### config.mk
export PLATFORM = sky130hd
export DESIGN_NAME = uart_tx_engine
export DESIGN_NICKNAME = d
export VERILOG_FILES = /design/src/rtl/uart_tx_engine.sv
export SDC_FILE = /design/constraint.sdc
export NUM_CORES = 1
export LEC_CHECK = 0
export ABC_AREA = 1
export BUFFER_PORTS_ARGS = -buffer_cell sky130_fd_sc_hd__buf_4
export CAP_MARGIN = 20
export CORE_MARGIN = 1.5
export CORE_UTILIZATION = 48
export CTS_CLUSTER_SIZE = 40
export DETAILED_ROUTE_END_ITERATION = 16
export PLACE_DENSITY = 0.7
export SYNTH_ARGS = -nofsm -noshare
export SYNTH_HDL_FRONTEND = slang
export SYNTH_SLANG_ARGS = --single-unit
export TNS_END_PERCENT = 50
### constraint.sdc
create_clock -name clk -period 1.6 [get_ports clk]
set_input_delay 0.24 -clock clk [delete_from_list [all_inputs] [get_ports clk]]
set_output_delay 0.24 -clock clk [all_outputs]
set_load 0.01 [all_outputs]
### src/rtl/uart_tx_engine.sv
// uart_tx_engine: UART transmitter (start, DATA_WIDTH bits LSB first, optional parity, 1/2 stop bits), one bit per tick; ports clk, reset (async high), tick, p_data, data_valid, par_en, par_typ, stop2 -> tx_out, busy, data_ack; parity present only when UART_TX_PARITY_EN is defined
module uart_tx_engine #(
  parameter int DATA_WIDTH = 8
) (
  input  logic                  clk,
  input  logic                  reset,
  input  logic                  tick,
  input  logic [DATA_WIDTH-1:0] p_data,
  input  logic                  data_valid,
  input  logic                  par_en,
  input  logic                  par_typ,
  input  logic                  stop2,
  output logic                  tx_out,
  output logic                  busy,
  output logic                  data_ack
);
  localparam int BW = $clog2(DATA_WIDTH);
  localparam logic [BW-1:0] LAST = BW'(DATA_WIDTH - 1);
  localparam logic [2:0] IDLE = 3'd0, START = 3'd1, DATA = 3'd2, STOP = 3'd4;
  logic [2:0] state, state_nxt, after_data;
  logic [BW-1:0] bit_cnt, bit_cnt_nxt;
  logic stop_cnt, stop_cnt_nxt, stop2_q, last_stop, capture, tx_nxt;
  logic [DATA_WIDTH-1:0] data_q;
`ifdef UART_TX_PARITY_EN
  localparam logic [2:0] PARITY = 3'd3;
  logic par_en_q, par_typ_q;
  assign after_data = par_en_q ? PARITY : STOP;
  always_ff @(posedge clk or posedge reset)
    if (reset) begin
      par_en_q <= 1'b0;
      par_typ_q <= 1'b0;
    end else if (capture) begin
      par_en_q <= par_en;
      par_typ_q <= par_typ;
    end
`else
  logic unused_par;
  assign unused_par = par_en ^ par_typ;
  assign after_data = STOP;
`endif
  assign last_stop = stop_cnt == stop2_q;
  assign capture = tick && data_valid && (state == IDLE || (state == STOP && last_stop));
  assign busy = state != IDLE;
  always_comb begin
    state_nxt = state;
    bit_cnt_nxt = bit_cnt;
    stop_cnt_nxt = stop_cnt;
    case (state)
      IDLE: state_nxt = IDLE;
      START: if (tick) begin
        state_nxt = DATA;
        bit_cnt_nxt = '0;
      end
      DATA: if (tick) begin
        if (bit_cnt == LAST) begin
          state_nxt = after_data;
          stop_cnt_nxt = 1'b0;
        end else bit_cnt_nxt = bit_cnt + 1'b1;
      end
`ifdef UART_TX_PARITY_EN
      PARITY: if (tick) begin
        state_nxt = STOP;
        stop_cnt_nxt = 1'b0;
      end
`endif
      STOP: if (tick) begin
        if (last_stop) state_nxt = IDLE;
        else stop_cnt_nxt = 1'b1;
      end
      default: state_nxt = IDLE;
    endcase
    if (capture) state_nxt = START;
    // Line level is derived from the next state so tx_out moves on the same edge as the state.
    tx_nxt = state_nxt == START ? 1'b0 : state_nxt == DATA ? data_q[bit_cnt_nxt] : 1'b1;
`ifdef UART_TX_PARITY_EN
    if (state_nxt == PARITY) tx_nxt = ^data_q ^ par_typ_q;
`endif
  end
  always_ff @(posedge clk or posedge reset)
    if (reset) begin
      state <= IDLE;
      bit_cnt <= '0;
      stop_cnt <= 1'b0;
      data_q <= '0;
      stop2_q <= 1'b0;
      tx_out <= 1'b1;
      data_ack <= 1'b0;
    end else begin
      state <= state_nxt;
      bit_cnt <= bit_cnt_nxt;
      stop_cnt <= stop_cnt_nxt;
      tx_out <= tx_nxt;
      data_ack <= capture;
      if (capture) begin
        data_q <= p_data;
        stop2_q <= stop2;
      end
    end
endmodule
==> impl_metrics.yaml, run 1 <==
finish:
  ff_latch_area_sq_um: 453
  syn_to_final_growth_pct: 27.2
  diodes: 0
  fill_cells: 188
  drive_gt1_share_pct: 40.4
  layoutNonFillerInstCount: 173
  num-nets-final: 163
  postLayoutCoreUtil_pct: 64.7
  multiInputGateArea_sq_um: 497
floorplan:
  die_w_microns: 48.6
  fp.dieH_microns: 48.6
  core_sq_um: 1960
  dieArea_sq_um: 2360
  io_pins: 18
  start_util_pct: 50.8
  rows: 16
routing:
  drt_wl_total_microns: 1950
  drt_iter0_drc: 13
  drt-vias-per-instance: 4.91
  first_pass_iters: 4
  route.detailed.drc: 0
  vias: 849
  ant_nets: 0
  wl_per_cell_microns: 11.3
min_path:
  hp-class: "primary input to async pin"
sta:
  slew_headroom_pct: 57.4
  setup_violations: 0
  drv_slew: 0
  finalCriticalPeriod_ps: 1540
  clock.fmax_mhz: 648
  post-route-period-util_pct: 96.5
  hold_viol_final: 0
  rsz0062_at_grt: "yes"
  finClkSkew_ps: 4.77
  worst_pin_slew_ps: 638
synthesis:
  syn_nets: 138
  ys_seq_area_share_pct: 45.3
  ys_types: 23
  syn_avg_cell_area_sq_um: 8.17
  synth_area_sq_um: 997
  yosys_register_bits: 18
  syn_inst: 122
  ys_warn_count: 0
placed_design:
  port_buffers: 15
  dp.cells: 166
  gp_congestion: 0.797
  dpl.hpwl_microns: 1430
cts:
  path_clk_slew_ps: 90
  clockRootBuffer: "clkbuf_4"
  cts_buffer_depth: 2
  h-tree-depth: 1
  cts_buffers: 3
  insertion_delay_ps: 290
  cts.sinks: 18
  cts_tree: "yes"
  cts_hold_buf: 0
global_routing:
  grt_usage_pct: 16.6
  antenna_found_initial: 0
  gr-total-overflow: 0
  grt_pass1_vias: 769
  grt_pass1_wl_microns: 3070
  grt_max_degree: 19
critical_path:
  critPathLaunchType: "flip-flop"
  required_ps: 1830
  arrival_ps: 1770
  cp_slowest_cell: "dfrtp_1"
  critPathMaxFanout: 4
  cpPeakStageDelay_ps: 430
  critPathKind: "flip-flop to flip-flop"
  cp_common_cell: "nand2_1"
  crit_chain: "inv_2, nand2_1, nor2_4, buf_12, nand3_2, nand2_4, inv_2, nand3_2, nand2_1, nand2_1, nand3_1, nand2_1, inv_1"
  end_kind: "flip-flop"
run:
  drv_cap: 0
pwr:
  power.leakage_nw: 0.654
  ir_drop_v: 0.00101
  p_per_area_nw_per_um2: 1610
  finalPower_mw: 2.04
outcome:
  status: "finished, final reports clean"
[per-stage QoR]
step / hold slack, ps / setup slack (ps) / cell area (sq um) / TNS, ps
2_1_floorplan: 178 / 69.2 / 997 / 0
3_3_place_gp: 367 / -22.8 / 1150 / -22.8
3_5_place_dp: 374 / -66.6 / 1150 / -66.6
4_1_cts: 52.0 / 14.1 / 1190 / 0
5_1_grt: 96.3 / -39.4 / 1270 / -148
6_report: 28.8 / 56.3 / 1270 / 0
[synthesized netlist by cell type]
cell type / count / share of area [%]
dfrtp_1: 17 / 43
o21ai_1: 6 / 3.0
nand3b_1: 3 / 2.3
o32ai_1: 1 / 0.88
nand2_1: 30 / 11
a21oi_1: 1 / 0.50
o21ai_0: 4 / 2.0
inv_2: 4 / 1.5
buf_2: 1 / 0.50
nand2_2: 7 / 4.4
nor3_1: 1 / 0.50
nand3_2: 3 / 3.0
buf_12: 1 / 2.0
clkinv_4: 1 / 0.88
dfstp_2: 1 / 2.6
a31o_1: 1 / 0.88
xnor2_1: 1 / 0.88
nand3_1: 15 / 7.5
nor2_2: 4 / 2.5
nand2_4: 1 / 1.1
inv_1: 16 / 6.0
ha_1: 1 / 1.3
o21ai_2: 2 / 1.8
[worst paths after layout]
| path | startpoint | to | slack [ps] | cells past startpoint |
|---|---|---|---|---|
| min reg2reg | data_q[5]$_DFFE_PP0P_ | data_q[5]$_DFFE_PP0P_ | 490 | 2 |
| max | state[2]$_DFF_PP0_ | tx_out$_DFF_PP1_ | 60 | 13 |
| min | reset | data_ack$_DFF_PP0_ | 30 | 2 |
| min in group clk | stop2 | stop2_q$_DFFE_PP0P_ | 140 | 3 |
| max reg2reg | state[2]$_DFF_PP0_ | tx_out$_DFF_PP1_ | 60 | 13 |
| max in group asynchronous | reset | state[0]$_DFF_PP0_ | 1130 | 2 |
[report_power, final]
group          total, mW  internal, mW  switching (mW)  leakage (nW)
clock              0.224        0.0970           0.127        0.0150
combinational       1.07         0.461           0.614         0.416
sequential         0.743         0.644          0.0997         0.223
total               2.04          1.20           0.841         0.654
[layer usage]
| metal | wire length [microns] | vias up | track usage [%] | share of wire, % |
|---|---|---|---|---|
| met2 | 1020 | 12 | 29.6 | 52 |
| met4 | 17 | 0 | 4.29 | 0.87 |
| met5 | 0 | - | 0 | 0 |
| met3 | 63 | 2 | 2.78 | 3.2 |
| met1 | 848 | 398 | 20.8 | 43 |
| li1 | - | 437 | - | - |
[cells in the final DEF, fill, tap and decap left out]
cell      netlist  final
nor2_4          0      2
buf_4           0     20
clkinv_2        0      1
clkbuf_4        0      3
dfstp_2         1      1
nand3_4         0      1
o21ai_0         4      4
o21ai_2         2      2
nand3_2         3      7
nand3_1        15     10
o21ai_1         6      6
dfrtp_2         0      1
dfrtp_1        17     16
nand2_4         1      2
a31o_1          1      1
nor2_2          4      2
ha_2            0      1
nand2_2         7     10
buf_12          1      1
nand3b_1        3      3
clkinv_4        1      1
nor3_1          1      1
o32ai_1         1      1
inv_1          16     16
a21oi_1         1      1
nand2_1        30     26
clkbuf_1        0      1
inv_2           4      4
xnor2_1         1      1
[layout make-up]
class / instances / share of cell area [%]
sequential: 18 / 35.7
timing repair inverter: 1 / 0.394
inverter: 21 / 6.61
clock buffer: 4 / 2.07
tap: 27 / 2.66
multi-input combinational: 81 / 39.2
timing repair buffer: 21 / 13.4
[state kept, by name, summed over array words and instances, names as in the netlist]
name,cells
data_ack,1
data_q,8
stop2_q,1
stop_cnt,1
tx_out,1
state,3
bit_cnt,3
[kinds of logic (layout without fill, tap and decap cells)]
logic type / count (synthesis) / after routing / share of synthesized area, %
compound gates: 15 / 15 / 9.03
flops: 18 / 18 / 45.3
fa+ha+maj: 1 / 1 / 1.25
simple gates: 64 / 64 / 32.6
buf+inv: 23 / 47 / 10.9
xor+xnor: 1 / 1 / 0.878
[worst max-delay path: cells and delay by family (launching register included)]
kind,cells,cell delay (ps)
AND/OR/NAND/NOR,9,750
buffers and inverters,4,320
flip-flops,1,430
[timing repair]
action,CTS,global route
cloned,0,1
buffers inserted,0,2
setup endpoints to repair,1,2
resized for setup,5,10
hold endpoints to repair,0,0
pin swaps,2,3
Note: power is estimated with default switching activity, not from simulation.
==> inputs of run 2 (changes only) <==
--- a/config.mk
+++ b/config.mk
@@ -8,7 +8,6 @@
 export ABC_AREA = 1
 export BUFFER_PORTS_ARGS = -buffer_cell sky130_fd_sc_hd__buf_4
 export CAP_MARGIN = 20
-export CORE_MARGIN = 1.5
 export CORE_UTILIZATION = 48
 export CTS_CLUSTER_SIZE = 40
 export DETAILED_ROUTE_END_ITERATION = 16
==> impl_metrics.yaml, run 2 (same netlist as run 1, synthesis figures left out) <==
floorplan:
  io_pins: 18
  start_util_pct: 50.8
  dieArea_sq_um: 2260
  fp.dieH_microns: 47.6
  die_w_microns: 47.6
  rows: 16
  core_sq_um: 1960
finish:
  drive_gt1_share_pct: 40.1
  syn_to_final_growth_pct: 27.4
  diodes: 0
  largest_reg_flops: 8
  fill_cells: 180
  num-nets-final: 164
  final_cell_mix: "nand2_1 (24), buf_4 (22), inv_1 (16)"
  final_common_cell: "nand2_1"
  regMostFlops: "data_q"
  top_regs: "data_q: 8 flops, bit_cnt: 3 flops, state: 3 flops"
routing:
  route.detailed.drc: 0
  drt-vias-per-instance: 5.05
  drt_wl_total_microns: 2020
  ant_nets: 0
  wl_per_cell_microns: 11.6
  drt_iter0_drc: 27
  vias: 878
  first_pass_iters: 4
run:
  drv_cap: 0
global_routing:
  gr-total-overflow: 0
  grt_pass1_vias: 723
  grt_max_degree: 19
  grt_pass1_wl_microns: 2990
  grt_usage_pct: 19.6
  antenna_found_initial: 0
sta:
  clock.fmax_mhz: 649
  setup_violations: 0
  finalCriticalPeriod_ps: 1540
  fin_ws_ps: 60.3
  rsz0062_at_grt: "yes"
  drv_slew: 0
  holdWs_ps: 23.0
  hold_viol_final: 0
  finClkSkew_ps: 14.5
  worst_pin_slew_ps: 655
  post-route-period-util_pct: 96.2
  slew_headroom_pct: 56.3
cts:
  cts_tree: "yes"
  cts_buffers: 3
  cts.sinks: 18
  path_clk_slew_ps: 100
  insertion_delay_ps: 300
  clockRootBuffer: "clkbuf_4"
  h-tree-depth: 1
  cts_buffer_depth: 2
placed_design:
  port_buffers: 15
  place_ws_ps: -71.4
  gp_congestion: 0.791
  dpl.hpwl_microns: 1430
critical_path:
  critPathKind: "flip-flop to flip-flop"
  critPathLaunchType: "flip-flop"
  critPathMaxFanout: 5
  required_ps: 1830
  cp_top_family: "simple AND/OR/NAND/NOR gates"
  timing.critical_path.buf_inv: 1
  cpPeakStageDelay_ps: 390
  crit_chain: "ha_2, nand2_4, nand2_4, o21ai_4, nand3_1, nand3_2, nand2_1, nand2_1, nand3_1, nand2_1, inv_1"
  end_kind: "flip-flop"
  cp_common_cell: "nand2_1"
  arrival_ps: 1770
  cp_slowest_cell: "dfrtp_1"
pwr:
  power.leakage_nw: 0.666
  p_per_area_nw_per_um2: 1620
  ir_drop_v: 0.000877
min_path:
  hp-class: "primary input to async pin"
outcome:
  status: "finished, final reports clean"
==> run 2: cell count changes in the layout (fill, tap and decap cells not counted), moves of 2 or more <==
cell and change:
nand3_2 -3, nand2_2 -2, nand2_4 +4, buf_4 +2
nand3_1 +4, nand2_1 -2
==> run 2: per-stage QoR <==
stage / cell area, sq um / cells / setup TNS (ps) / power [mW] / util, %
4_1_cts: 1190 / 170 / 0 / 1.92 / 60.5
2_1_floorplan: 997 / 122 / 0 / 1.43 / -
3_3_place_gp: 1140 / 165 / -23.2 / 1.62 / 58.2
6_report: 1270 / 174 / 0 / 2.05 / 64.7
5_1_grt: 1270 / 174 / -336 / 2.23 / 64.7
3_5_place_dp: 1140 / 165 / -71.4 / 1.67 / 58.2
==> run 2: final timing paths <==
check                                 startpoint                    end  slack [ps]  depth (start not counted)
hold reg to reg            data_q[5]$_DFFE_PP0P_  data_q[5]$_DFFE_PP0P_         510                          2
setup / recovery            bit_cnt[0]$_DFF_PP0_       tx_out$_DFF_PP1_          60                         11
setup reg to reg            bit_cnt[0]$_DFF_PP0_       tx_out$_DFF_PP1_          60                         11
max in group asynchronous                  reset     state[1]$_DFF_PP0_        1100                          2
min in group clk                           stop2    stop2_q$_DFFE_PP0P_         130                          3
hold / removal                             reset    stop2_q$_DFFE_PP0P_          20                          2
==> run 2: cell type report <==
type / instances / area (sq um) / area share [%]
Multi-Input combinational cell: 81 / 502 / 39.5
Sequential cell: 18 / 454 / 35.8
Timing Repair Buffer: 22 / 165 / 13.0
Inverter: 21 / 83.8 / 6.60
Tap cell: 27 / 33.8 / 2.66
Clock buffer: 4 / 26.3 / 2.07
Timing Repair inverter: 1 / 5.00 / 0.394
==> run 2: metal layers <==
metal	vias to the layer above	GRT usage (%)	part of all wire [%]
li1	438	-	-
met1	417	23.3	43
met2	18	34.8	53
met3	5	3.40	2.5
met4	0	8.33	1.8
met5	-	0	0
==> run 2: timing repair <==
action / in CTS / in global routing
setup buffers: 1 / 3
pin swaps: 3 / 9
endpoints found under the hold margin: 0 / 0
hold buffers: 0 / 0
cloned: 0 / 1
gates resized for setup: 4 / 14
endpoints found under the setup margin: 1 / 7
==> run 2: where the power goes <==
part           total (mW)  leakage, nW  internal [mW]  switching [mW]
Clock               0.228       0.0150         0.0970           0.131
Sequential          0.755        0.221          0.646           0.109
Combinational        1.07        0.430          0.453           0.619
Total                2.05        0.666           1.20           0.859
